==> src/rtl/stopwatch_pkg.sv <==
// Shared types and constants for the MM:SS stopwatch controller.
//   sw_state_e : FSM state encoding, also driven on the 'state' output.
//   mmss_t     : four packed BCD digits, min10 in the top nibble.
//   *_MAX      : highest legal value of each digit position.
//   CUR_*      : SET-mode cursor index for each digit.
package stopwatch_pkg;

  typedef enum logic [2:0] {
    StIdle  = 3'd0,
    StRun   = 3'd1,
    StPause = 3'd2,
    StSet   = 3'd3,
    StAlarm = 3'd4
  } sw_state_e;

  localparam logic [3:0] SEC10_MAX = 4'd5;
  localparam logic [3:0] MIN10_MAX = 4'd5;
  localparam logic [3:0] UNIT_MAX  = 4'd9;

  localparam logic [1:0] CUR_SEC01 = 2'd0;
  localparam logic [1:0] CUR_SEC10 = 2'd1;
  localparam logic [1:0] CUR_MIN01 = 2'd2;
  localparam logic [1:0] CUR_MIN10 = 2'd3;

  typedef struct packed {
    logic [3:0] min10;
    logic [3:0] min01;
    logic [3:0] sec10;
    logic [3:0] sec01;
  } mmss_t;

  // Digit +1 wrapping to 0 past max_d; out-of-range digits also fold back to 0.
  function automatic logic [3:0] digit_inc_wrap(input logic [3:0] d, input logic [3:0] max_d);
    return (d >= max_d) ? 4'd0 : d + 4'd1;
  endfunction

endpackage

==> src/rtl/bcd_mmss_inc.sv <==
// Combinational +1 second on an MM:SS BCD value.
//   t_i    : current time
//   t_o    : time + 1 s, wrapping 59:59 -> 00:00
//   wrap_o : high when the increment wrapped past 59:59
module bcd_mmss_inc
  import stopwatch_pkg::*;
(
  input  mmss_t t_i,
  output mmss_t t_o,
  output logic  wrap_o
);

  always_comb begin
    t_o       = t_i;
    wrap_o    = 1'b0;
    t_o.sec01 = digit_inc_wrap(t_i.sec01, UNIT_MAX);
    if (t_i.sec01 >= UNIT_MAX) begin
      t_o.sec10 = digit_inc_wrap(t_i.sec10, SEC10_MAX);
      if (t_i.sec10 >= SEC10_MAX) begin
        t_o.min01 = digit_inc_wrap(t_i.min01, UNIT_MAX);
        if (t_i.min01 >= UNIT_MAX) begin
          t_o.min10 = digit_inc_wrap(t_i.min10, MIN10_MAX);
          wrap_o    = (t_i.min10 >= MIN10_MAX);
        end
      end
    end
  end

endmodule

==> src/rtl/stopwatch_ctrl.sv <==
// Stopwatch mode controller.
//   CLK1, RESET          : clock, synchronous active-high reset
//   tick_1hz             : one-cycle pulse per second
//   btn_*                : one-cycle button pulses (start, lap, clear, set, sel, inc)
//   disp_*               : registered BCD digits for the display driver
//   cursor               : SET-mode digit index
//   state                : FSM state code (sw_state_e)
//   running / alarm      : state decodes for RUN / ALARM
//   overflow             : sticky 59:59 -> 00:00 wrap flag, cleared by btn_clear
//   lap_cnt / lap_view   : number of stored laps; display shows a stored lap
module stopwatch_ctrl
  import stopwatch_pkg::*;
#(
  parameter int unsigned LAP_DEPTH = 4
) (
  input  logic                             CLK1,
  input  logic                             RESET,
  input  logic                             tick_1hz,
  input  logic                             btn_start,
  input  logic                             btn_lap,
  input  logic                             btn_clear,
  input  logic                             btn_set,
  input  logic                             btn_sel,
  input  logic                             btn_inc,
  output logic [3:0]                       disp_min10,
  output logic [3:0]                       disp_min01,
  output logic [3:0]                       disp_sec10,
  output logic [3:0]                       disp_sec01,
  output logic [1:0]                       cursor,
  output logic [2:0]                       state,
  output logic                             running,
  output logic                             alarm,
  output logic                             overflow,
  output logic [$clog2(LAP_DEPTH+1)-1:0]   lap_cnt,
  output logic                             lap_view
);

  localparam int unsigned CntW = $clog2(LAP_DEPTH + 1);
  localparam int unsigned PtrW = (LAP_DEPTH > 1) ? $clog2(LAP_DEPTH) : 1;
  localparam logic [CntW-1:0] CntMax  = CntW'(LAP_DEPTH);
  localparam logic [PtrW-1:0] PtrLast = PtrW'(LAP_DEPTH - 1);
  localparam logic [PtrW:0]   DepthW  = (PtrW + 1)'(LAP_DEPTH);

  sw_state_e       state_q, state_d;
  mmss_t           time_q, time_d;
  mmss_t           target_q, target_d;
  mmss_t           disp_q, disp_d;
  logic [1:0]      cursor_q, cursor_d;
  logic            ovf_q, ovf_d;
  logic [CntW-1:0] lap_cnt_q, lap_cnt_d;
  logic [PtrW-1:0] wr_ptr_q, wr_ptr_d;
  logic            lap_view_q, lap_view_d;
  logic [PtrW-1:0] view_sel_q, view_sel_d;  // logical index, 0 = oldest lap
  mmss_t           lap_mem_q [LAP_DEPTH];
  logic            lap_we;

  mmss_t           time_inc;
  logic            time_wrap;
  logic            alarm_hit;
  logic [PtrW-1:0] oldest;
  logic [PtrW:0]   rd_sum;
  logic [PtrW-1:0] rd_idx;

  bcd_mmss_inc u_inc (
    .t_i    (time_q),
    .t_o    (time_inc),
    .wrap_o (time_wrap)
  );

  assign alarm_hit = (target_q != '0) && (time_inc == target_q);

  always_comb begin
    state_d    = state_q;
    time_d     = time_q;
    target_d   = target_q;
    cursor_d   = cursor_q;
    ovf_d      = ovf_q;
    lap_cnt_d  = lap_cnt_q;
    wr_ptr_d   = wr_ptr_q;
    lap_view_d = lap_view_q;
    view_sel_d = view_sel_q;
    lap_we     = 1'b0;

    if (btn_clear && (state_q != StSet)) begin
      state_d    = StIdle;
      time_d     = '0;
      ovf_d      = 1'b0;
      lap_cnt_d  = '0;
      wr_ptr_d   = '0;
      lap_view_d = 1'b0;
      view_sel_d = '0;
    end else begin
      case (state_q)
        StIdle: begin
          if (btn_set)        state_d = StSet;
          else if (btn_start) state_d = StRun;
        end
        StRun: begin
          if (tick_1hz) begin
            time_d = time_inc;
            if (time_wrap) ovf_d = 1'b1;
            if (alarm_hit) begin
              time_d  = target_q;
              state_d = StAlarm;
            end
          end
          // set has no effect here but still outranks start and lap
          if (!btn_set) begin
            if (btn_start) begin
              if (!(tick_1hz && alarm_hit)) state_d = StPause;
            end else if (btn_lap) begin
              lap_we   = 1'b1;  // records time_q, i.e. before any same-cycle tick
              wr_ptr_d = (wr_ptr_q == PtrLast) ? '0 : wr_ptr_q + PtrW'(1);
              if (lap_cnt_q != CntMax) lap_cnt_d = lap_cnt_q + CntW'(1);
            end
          end
        end
        StPause: begin
          if (!btn_set) begin
            if (btn_start) begin
              state_d    = StRun;
              lap_view_d = 1'b0;
              view_sel_d = '0;
            end else if (btn_lap && (lap_cnt_q != '0)) begin
              if (!lap_view_q) begin
                lap_view_d = 1'b1;
                view_sel_d = '0;
              end else if (CntW'(view_sel_q) + CntW'(1) >= lap_cnt_q) begin
                lap_view_d = 1'b0;
                view_sel_d = '0;
              end else begin
                view_sel_d = view_sel_q + PtrW'(1);
              end
            end
          end
        end
        StSet: begin
          if (btn_set) state_d = StIdle;
          if (btn_sel) cursor_d = cursor_q + 2'd1;
          if (btn_inc) begin
            unique case (cursor_q)
              CUR_SEC01: target_d.sec01 = digit_inc_wrap(target_q.sec01, UNIT_MAX);
              CUR_SEC10: target_d.sec10 = digit_inc_wrap(target_q.sec10, SEC10_MAX);
              CUR_MIN01: target_d.min01 = digit_inc_wrap(target_q.min01, UNIT_MAX);
              CUR_MIN10: target_d.min10 = digit_inc_wrap(target_q.min10, MIN10_MAX);
              default:   target_d = target_q;
            endcase
          end
        end
        StAlarm: begin
          if (!btn_set && btn_start) begin
            state_d = StIdle;
            time_d  = '0;
          end
        end
        default: state_d = StIdle;
      endcase
    end
  end

  // Lap store is only read in PAUSE, where pointer and count are stable.
  always_comb begin
    oldest = (lap_cnt_q == CntMax) ? wr_ptr_q : '0;
    rd_sum = {1'b0, oldest} + {1'b0, view_sel_d};
    if (rd_sum >= DepthW) rd_sum = rd_sum - DepthW;
    rd_idx = rd_sum[PtrW-1:0];
  end

  always_comb begin
    if (state_d == StSet)                       disp_d = target_d;
    else if ((state_d == StPause) && lap_view_d) disp_d = lap_mem_q[rd_idx];
    else                                         disp_d = time_d;
  end

  always_ff @(posedge CLK1) begin
    if (RESET) begin
      state_q    <= StIdle;
      time_q     <= '0;
      target_q   <= '0;
      disp_q     <= '0;
      cursor_q   <= '0;
      ovf_q      <= 1'b0;
      lap_cnt_q  <= '0;
      wr_ptr_q   <= '0;
      lap_view_q <= 1'b0;
      view_sel_q <= '0;
      for (int i = 0; i < int'(LAP_DEPTH); i++) lap_mem_q[i] <= '0;
    end else begin
      state_q    <= state_d;
      time_q     <= time_d;
      target_q   <= target_d;
      disp_q     <= disp_d;
      cursor_q   <= cursor_d;
      ovf_q      <= ovf_d;
      lap_cnt_q  <= lap_cnt_d;
      wr_ptr_q   <= wr_ptr_d;
      lap_view_q <= lap_view_d;
      view_sel_q <= view_sel_d;
      if (lap_we) lap_mem_q[wr_ptr_q] <= time_q;
    end
  end

  assign disp_min10 = disp_q.min10;
  assign disp_min01 = disp_q.min01;
  assign disp_sec10 = disp_q.sec10;
  assign disp_sec01 = disp_q.sec01;
  assign cursor     = cursor_q;
  assign state      = state_q;
  assign running    = (state_q == StRun);
  assign alarm      = (state_q == StAlarm);
  assign overflow   = ovf_q;
  assign lap_cnt    = lap_cnt_q;
  assign lap_view   = lap_view_q;

endmodule
==> config.mk <==
export PLATFORM = sky130hd
export DESIGN_NAME = stopwatch_ctrl
export DESIGN_NICKNAME = d
export VERILOG_FILES = /design/src/rtl/stopwatch_pkg.sv /design/src/rtl/bcd_mmss_inc.sv /design/src/rtl/stopwatch_ctrl.sv
export SDC_FILE = /design/constraint.sdc
export NUM_CORES = 1
export LEC_CHECK = 0
export BUFFER_PORTS_ARGS = -buffer_cell sky130_fd_sc_hd__clkbuf_2
export CAP_MARGIN = 20
export CORE_MARGIN = 1
export CORE_UTILIZATION = 50
export CTS_CLUSTER_SIZE = 24
export DETAILED_ROUTE_END_ITERATION = 6
export GPL_ROUTABILITY_DRIVEN = 0
export PLACE_DENSITY = 0.68
export SYNTH_ARGS = -nofsm -noshare
export SYNTH_HDL_FRONTEND = slang
export SYNTH_SLANG_ARGS = --single-unit
==> constraint.sdc <==
create_clock -name CLK1 -period 4.3 [get_ports CLK1]
set_clock_uncertainty 0.1 [all_clocks]
set_input_delay 0.86 -clock CLK1 [delete_from_list [all_inputs] [get_ports CLK1]]
set_output_delay 0.86 -clock CLK1 [all_outputs]
set_load 0.01 [all_outputs]
==> results of run 1 <==
[tightest hold or removal path, stage by stage, from the launching register on]
cell     delay (ns)
dfxtp_1        0.33
a31oi_1        0.04
nor2_1         0.08
[cells by family after synthesis]
logic type / Yosys count / share of synthesized area, %
AO/OA/AOI/OAI: 157 / 15.0
XOR/XNOR: 16 / 2.06
flip-flops: 126 / 44.0
adder cells (fa/ha/maj): 40 / 6.97
buffers and inverters: 77 / 4.41
multiplexers: 23 / 6.11
AND/OR/NAND/NOR: 287 / 21.4
[report_power, final]
part,total (mW),switching (mW),internal [mW]
sequential,1.30,0.0137,1.29
combinational,0.164,0.113,0.0509
clock,1.42,0.539,0.877
total,2.89,0.666,2.22
[flip-flops by register name, summed over array words and instances (netlist names)]
signal	count
cursor	2
disp_min01	4
disp_min10	4
disp_sec01	4
disp_sec10	4
lap_cnt	3
lap_mem_q	64
lap_view	1
overflow	1
state	3
target_q	16
time_q	16
view_sel_q	2
wr_ptr_q	2
[layout make-up]
cell class	count	area, sq um	share of cell area, %
clock buffer	21	460	5.55
clock inverter	11	116	1.40
inverter	32	120	1.45
multi-input combinational	523	3710	44.8
sequential	126	3160	38.2
tap	180	225	2.72
timing repair buffer	76	493	5.95
[how the worst max path moves through the flow]
| stage | end | slack [ns] | cells after the start |
|---|---|---|---|
| 6_report | disp_sec10[2]$_SDFF_PP0_ | 0.14 | 11 |
| 5_1_grt | disp_sec10[2]$_SDFF_PP0_ | 0.04 | 11 |
| 4_1_cts | disp_sec10[2]$_SDFF_PP0_ | 0.26 | 11 |
| 3_5_place_dp | disp_min10[0]$_SDFF_PP0_ | 0.1 | 16 |
| 3_3_place_gp | disp_min10[0]$_SDFF_PP0_ | 0.17 | 11 |
| 2_1_floorplan | disp_sec10[2]$_SDFF_PP0_ | 0.17 | 14 |
[per-layer routing]
layer	track usage, %	routed length (microns)	vias up
met5	0	0	-
li1	-	-	2777
met2	46.5	9600	318
met1	38.6	8700	2942
met4	11.8	649	0
met3	5.71	1650	51
[cells in the mapped netlist (all sizes together) (5+ instances only)]
cell type	instances	share of area [%]
and2	42	3.7
nand2b	8	0.70
and3	15	1.3
nor3	20	1.4
edfxtp	64	27
nor2b	6	0.52
xnor2	11	1.4
nor4b	9	1.1
a31oi	9	0.78
a32oi	9	1.1
mux4	16	5.1
a22oi	6	0.63
a211oi	6	0.63
o31ai	7	0.87
clkbuf	34	1.8
mux2i	6	0.84
nand2	47	2.5
o21ai	31	2.2
or4b	5	0.80
nor2	75	3.9
nor3b	10	1.0
inv	32	1.7
ha	40	7.0
xor2	5	0.61
buf	11	0.96
dfxtp	62	17
nand3	12	0.84
a21oi	39	2.7
nor4	14	1.2
or2	8	0.70
o311ai	6	0.73
[per-stage QoR]
step                      hold slack (ns)  instances  area (sq um)
final                               0.393        969          8290
after global routing                0.434        969          8290
after CTS                           0.387        969          8290
after detailed placement            0.370        937          7710
after global placement              0.365        937          7710
after floorplan                     0.392        726          7190
[layout by cell type, fill, tap and decap left out, drive strengths merged, types with 31 or more instances in the layout]
| master | count |
|---|---|
| a21oi | 39 |
| and2 | 42 |
| buf | 40 |
| ha | 40 |
| nand2 | 47 |
| inv | 32 |
| clkbuf | 57 |
| o21ai | 31 |
| dfxtp | 62 |
| nor2 | 75 |
| edfxtp | 64 |
==> results.txt, run 1 <==
status - finished, final reports clean
Async SR Flop Fraction - 0%
TritonCTS clock tree - yes
total CTS buffers - 17
Vias - 6088
Worst Setup SP - time_q[0]$_SDFF_PP0_
R2R Path Start - time_q[0]$_SDFF_PP0_
worst-path maximum fanout - 11
post_cts resized - 0
post-synthesis register bit count - 126
register area share after synthesis - 44.0%
max frequency - 241 MHz
Tot Pwr - 2.89 mW
Max Root-Sink Buffers - 2
antenna viol nets, final - 0
die area - 14900 sq um
Worst-path clk slew - 0.06 ns
DRC viols - 0
CP arrival - 4.36 ns
setup_tns - 0 ns
initial antenna violation count - 0
Routed WL - 20600 microns
cell area after synthesis - 7180 sq um
Nets - 825
Buffers on Ports - 36
clock latency at the later pin of the worst-skew pair - 0.43 ns
Cell Rows - 43
CP cell instances - buf_4 -> ha_1 -> or3b_1 -> nand2_1 -> o21ai_0 -> a221o_1 -> a2111oi_0 -> or4b_4 -> o31a_1 -> or2_1 -> a311o_1
Place WS - 0.0955 ns
RSZ-0062 raised after global routing - no
largest net degree at the start of global routing - 25
min Tclk post-route - 4.16 ns
pwr dens - 348 nW/um^2
detailed placer's ending HPWL - 15000 microns
final hold vios - 0
post-synth cell types - 72
diode count - 0
Root Driver - clkbuf_16
Yosys warning count - 0
worst hold path type - reg2reg
FF-to-FF path depth - 11
Slew Limit Fails - 0
R2R setup slack - 0.14 ns
top_reg_cell synth - edfxtp_1
Layout fillers - 1198
CP Class - reg2reg
grt total ovfl - 0
Worst setup EP type - flip-flop
first-pass GRT wire length - 31800 microns
reg2reg end - disp_sec10[2]$_SDFF_PP0_
Hold Path Cell Cnt - 2
Avg Inst Size Synth - 9.90 sq um
CP Launch Type - flip-flop
slowest stage delay, CP - 0.57 ns
post-route setup slack - 0.144 ns
Hold Buf Count CTS - 0
CTS Sinks - 126
TritonRoute pass-1 iters - 5
Die Span Y - 122 microns
CTS H-tree lvls - 4
hold_sp - overflow$_SDFFE_PP0P_
Max VDD drop - 0.000344 V
final setup violation count - 0
crit path max-delay cell type - or4b_4
MaxCap Viol Count - 0
Die W - 122 microns
postcts setup bufs - 0
GRT Resource Usage Total - 29.1%
number of synthesized flops with an enable pin - 64
net count after synthesis - 775
layout cells sized above 1 - 17.6%
relative slew slack - 41.9%
Final Core Density - 59.5%
num ports - 37
initial core utilization - 51.6%
worst slew pin tran - 0.869 ns
Worst EP required - 4.50 ns
via/cell ratio - 6.28
crit path buf inv count - 1
area grow syn2layout - 15.4%
DR iter-0 viols - 698
fin crit share - 96.7%
routed length per instance - 21.3 microns
Syn Inst Count - 726
P_leak - 3.13 nW
vias in the first global route - 5812
CP delay by family, top - simple AND/OR/NAND/NOR gates
core area - 13900 sq um
WHS Endpoint - overflow$_SDFFE_PP0P_
No activity file was read; power rests on OpenSTA's default activity.
==> inputs of run 2 (changes only) <==
--- a/config.mk
+++ b/config.mk
@@ -13,5 +13,5 @@
 export DETAILED_ROUTE_END_ITERATION = 6
 export GPL_ROUTABILITY_DRIVEN = 0
-export PLACE_DENSITY = 0.68
+export PLACE_DENSITY_LB_ADDON = 0.3
 export SYNTH_ARGS = -nofsm -noshare
 export SYNTH_HDL_FRONTEND = slang
--- a/constraint.sdc
+++ b/constraint.sdc
@@ -3,3 +3,3 @@
 set_input_delay 0.86 -clock CLK1 [delete_from_list [all_inputs] [get_ports CLK1]]
 set_output_delay 0.86 -clock CLK1 [all_outputs]
-set_load 0.01 [all_outputs]
+set_load 0.005 [all_outputs]
==> run 2 against run 1 <==
Sequential cell count did not move. Utilization about the same. Count of clock-buffer cells in the layout decreased by 2. Register-to-register slack hardly changed. Critical path depth is the same. Wire length decreased by 0.70%. First-iteration DRC count up 1.7%. Die area did not move. Largest power group unchanged.
==> results.txt, run 2 (synthesis results as in run 1) <==
status - finished, final reports clean
multi-input logic area - 3730 sq um
CP arrival - 4.35 ns
largest net degree at the start of global routing - 40
crit path buf inv count - 1
P_leak - 3.13 nW
most frequent cells in the layout - nor2_1 (75), edfxtp_1 (64), dfxtp_1 (62)
Worst EP required - 4.50 ns
final hold vios - 0
max reg flops - 64
Tot Pwr - 2.97 mW
Cells after DPL - 931
Crit path depth - 11
Routed WL - 20400 microns
layout cells sized above 1 - 17.8%
CTS H-tree lvls - 4
num ports - 37
RSZ-0062 raised after global routing - no
postcts setup bufs - 0
worst-path maximum fanout - 11
final setup violation count - 0
Buffers on Ports - 36
Max VDD drop - 0.000283 V
Root Driver - clkbuf_16
CP Launch Type - flip-flop
CP cell instances - inv_1 -> ha_1 -> or3b_1 -> nand2_2 -> o21ai_0 -> a221o_1 -> a2111oi_1 -> or4b_4 -> o31a_1 -> or2_4 -> a311o_1
DRC viols - 0
Max Root-Sink Buffers - 2
initial core utilization - 51.6%
clock latency at the later pin of the worst-skew pair - 0.42 ns
pwr dens - 358 nW/um^2
Die W - 122 microns
grt total ovfl - 0
max frequency - 241 MHz
Post-Layout Inst Area - 8290 sq um
worst hold path type - reg2reg
Die Span Y - 122 microns
placed inst area - 7650 sq um
Worst-path clk slew - 0.06 ns
core area - 13900 sq um
relative slew slack - 46.7%
largest registers - lap_mem_q x64, target_q x16, time_q x16
Layout fillers - 1106
MaxCap Viol Count - 0
TritonCTS clock tree - yes
antenna viol nets, final - 0
TritonRoute pass-1 iters - 5
FF-to-FF path depth - 11
Hold Path Cell Cnt - 2
die area - 14900 sq um
diode count - 0
min Tclk post-route - 4.14 ns
crit path max-delay cell type - or4b_4
worst slew pin tran - 0.798 ns
initial antenna violation count - 0
Cell Rows - 43
Vias - 6050
detailed placer's ending HPWL - 14800 microns
GRT Resource Usage Total - 29.2%
DR iter-0 viols - 710
Final Core Density - 59.5%
area grow syn2layout - 15.3%
CTS Sinks - 126
commonest non-fill, non-tap cell in the layout - nor2_1
Place WS - -0.195 ns
largest reg by FF count - lap_mem_q
Slew Limit Fails - 0
CP Class - reg2reg
vias in the first global route - 5770
post-route setup slack - 0.156 ns
fin crit share - 96.4%
Worst setup EP type - flip-flop
slowest stage delay, CP - 0.57 ns
Nets - 819
routed length per instance - 21.2 microns
total CTS buffers - 17
Non-Filler Instances - 963
via/cell ratio - 6.28
CP delay by family, top - simple AND/OR/NAND/NOR gates
first-pass GRT wire length - 32100 microns
Reg area - 3160 sq um
[run 2: cell types whose count changed in the layout (fill, tap and decap cells not counted), sizes merged]
cell      before  now
inv           32   35
clkinvlp       4    2
bufinv         2    3
clkbuf        57   55
buf           40   34
[run 2: final cells by class]
class	instances	share of cell area, %
inverter	32	1.45
clock inverter	13	1.93
clock buffer	19	5.47
multi-input combinational	523	45.0
tap	180	2.72
timing repair buffer	70	5.26
sequential	126	38.2
[run 2: power by group]
group	switching (mW)	internal, mW	leakage [nW]	total [mW]
Combinational	0.113	0.0514	1.69	0.165
Sequential	0.0126	1.29	1.14	1.30
Clock	0.554	0.943	0.300	1.50
[run 2: path summary, 6_finish.rpt]
check,slack [ns],start,to
max,0.16,time_q[1]$_SDFF_PP0_,disp_sec10[2]$_SDFF_PP0_
min,0.39,overflow$_SDFFE_PP0P_,overflow$_SDFFE_PP0P_
max reg2reg,0.16,time_q[1]$_SDFF_PP0_,disp_sec10[2]$_SDFF_PP0_
min reg2reg,0.39,overflow$_SDFFE_PP0P_,overflow$_SDFFE_PP0P_
[run 2: what timing repair did]
item / CTS / global route
hold buffers: 0 / 0
setup endpoints to repair: 0 / 15
resized for setup: 0 / 6
[run 2: worst register-to-register path: stages (launching register included)]
cell and delay, ns:
dfxtp_1 0.43, inv_1 0.17, ha_1 0.23, or3b_1 0.46, nand2_2 0.21, o21ai_0 0.12
a221o_1 0.33, a2111oi_1 0.34, or4b_4 0.57, o31a_1 0.37, or2_4 0.35, a311o_1 0.34
[run 2: stage by stage]
stage | TNS, ns | hold slack, ns
after floorplan | 0 | 0.361
after global placement | -0.411 | 0.379
after detailed placement | -0.710 | 0.367
after CTS | 0 | 0.397
after global routing | 0 | 0.483
final | 0 | 0.390
[run 2: per-layer routing]
| metal | vias to the layer above | share of wire, % | track usage, % |
|---|---|---|---|
| met1 | 2878 | 41 | 38.3 |
| li1 | 2759 | - | - |
| met4 | 0 | 4.3 | 14.2 |
| met2 | 354 | 47 | 46.4 |
| met5 | - | 0 | 0 |
| met3 | 59 | 8.2 | 5.15 |
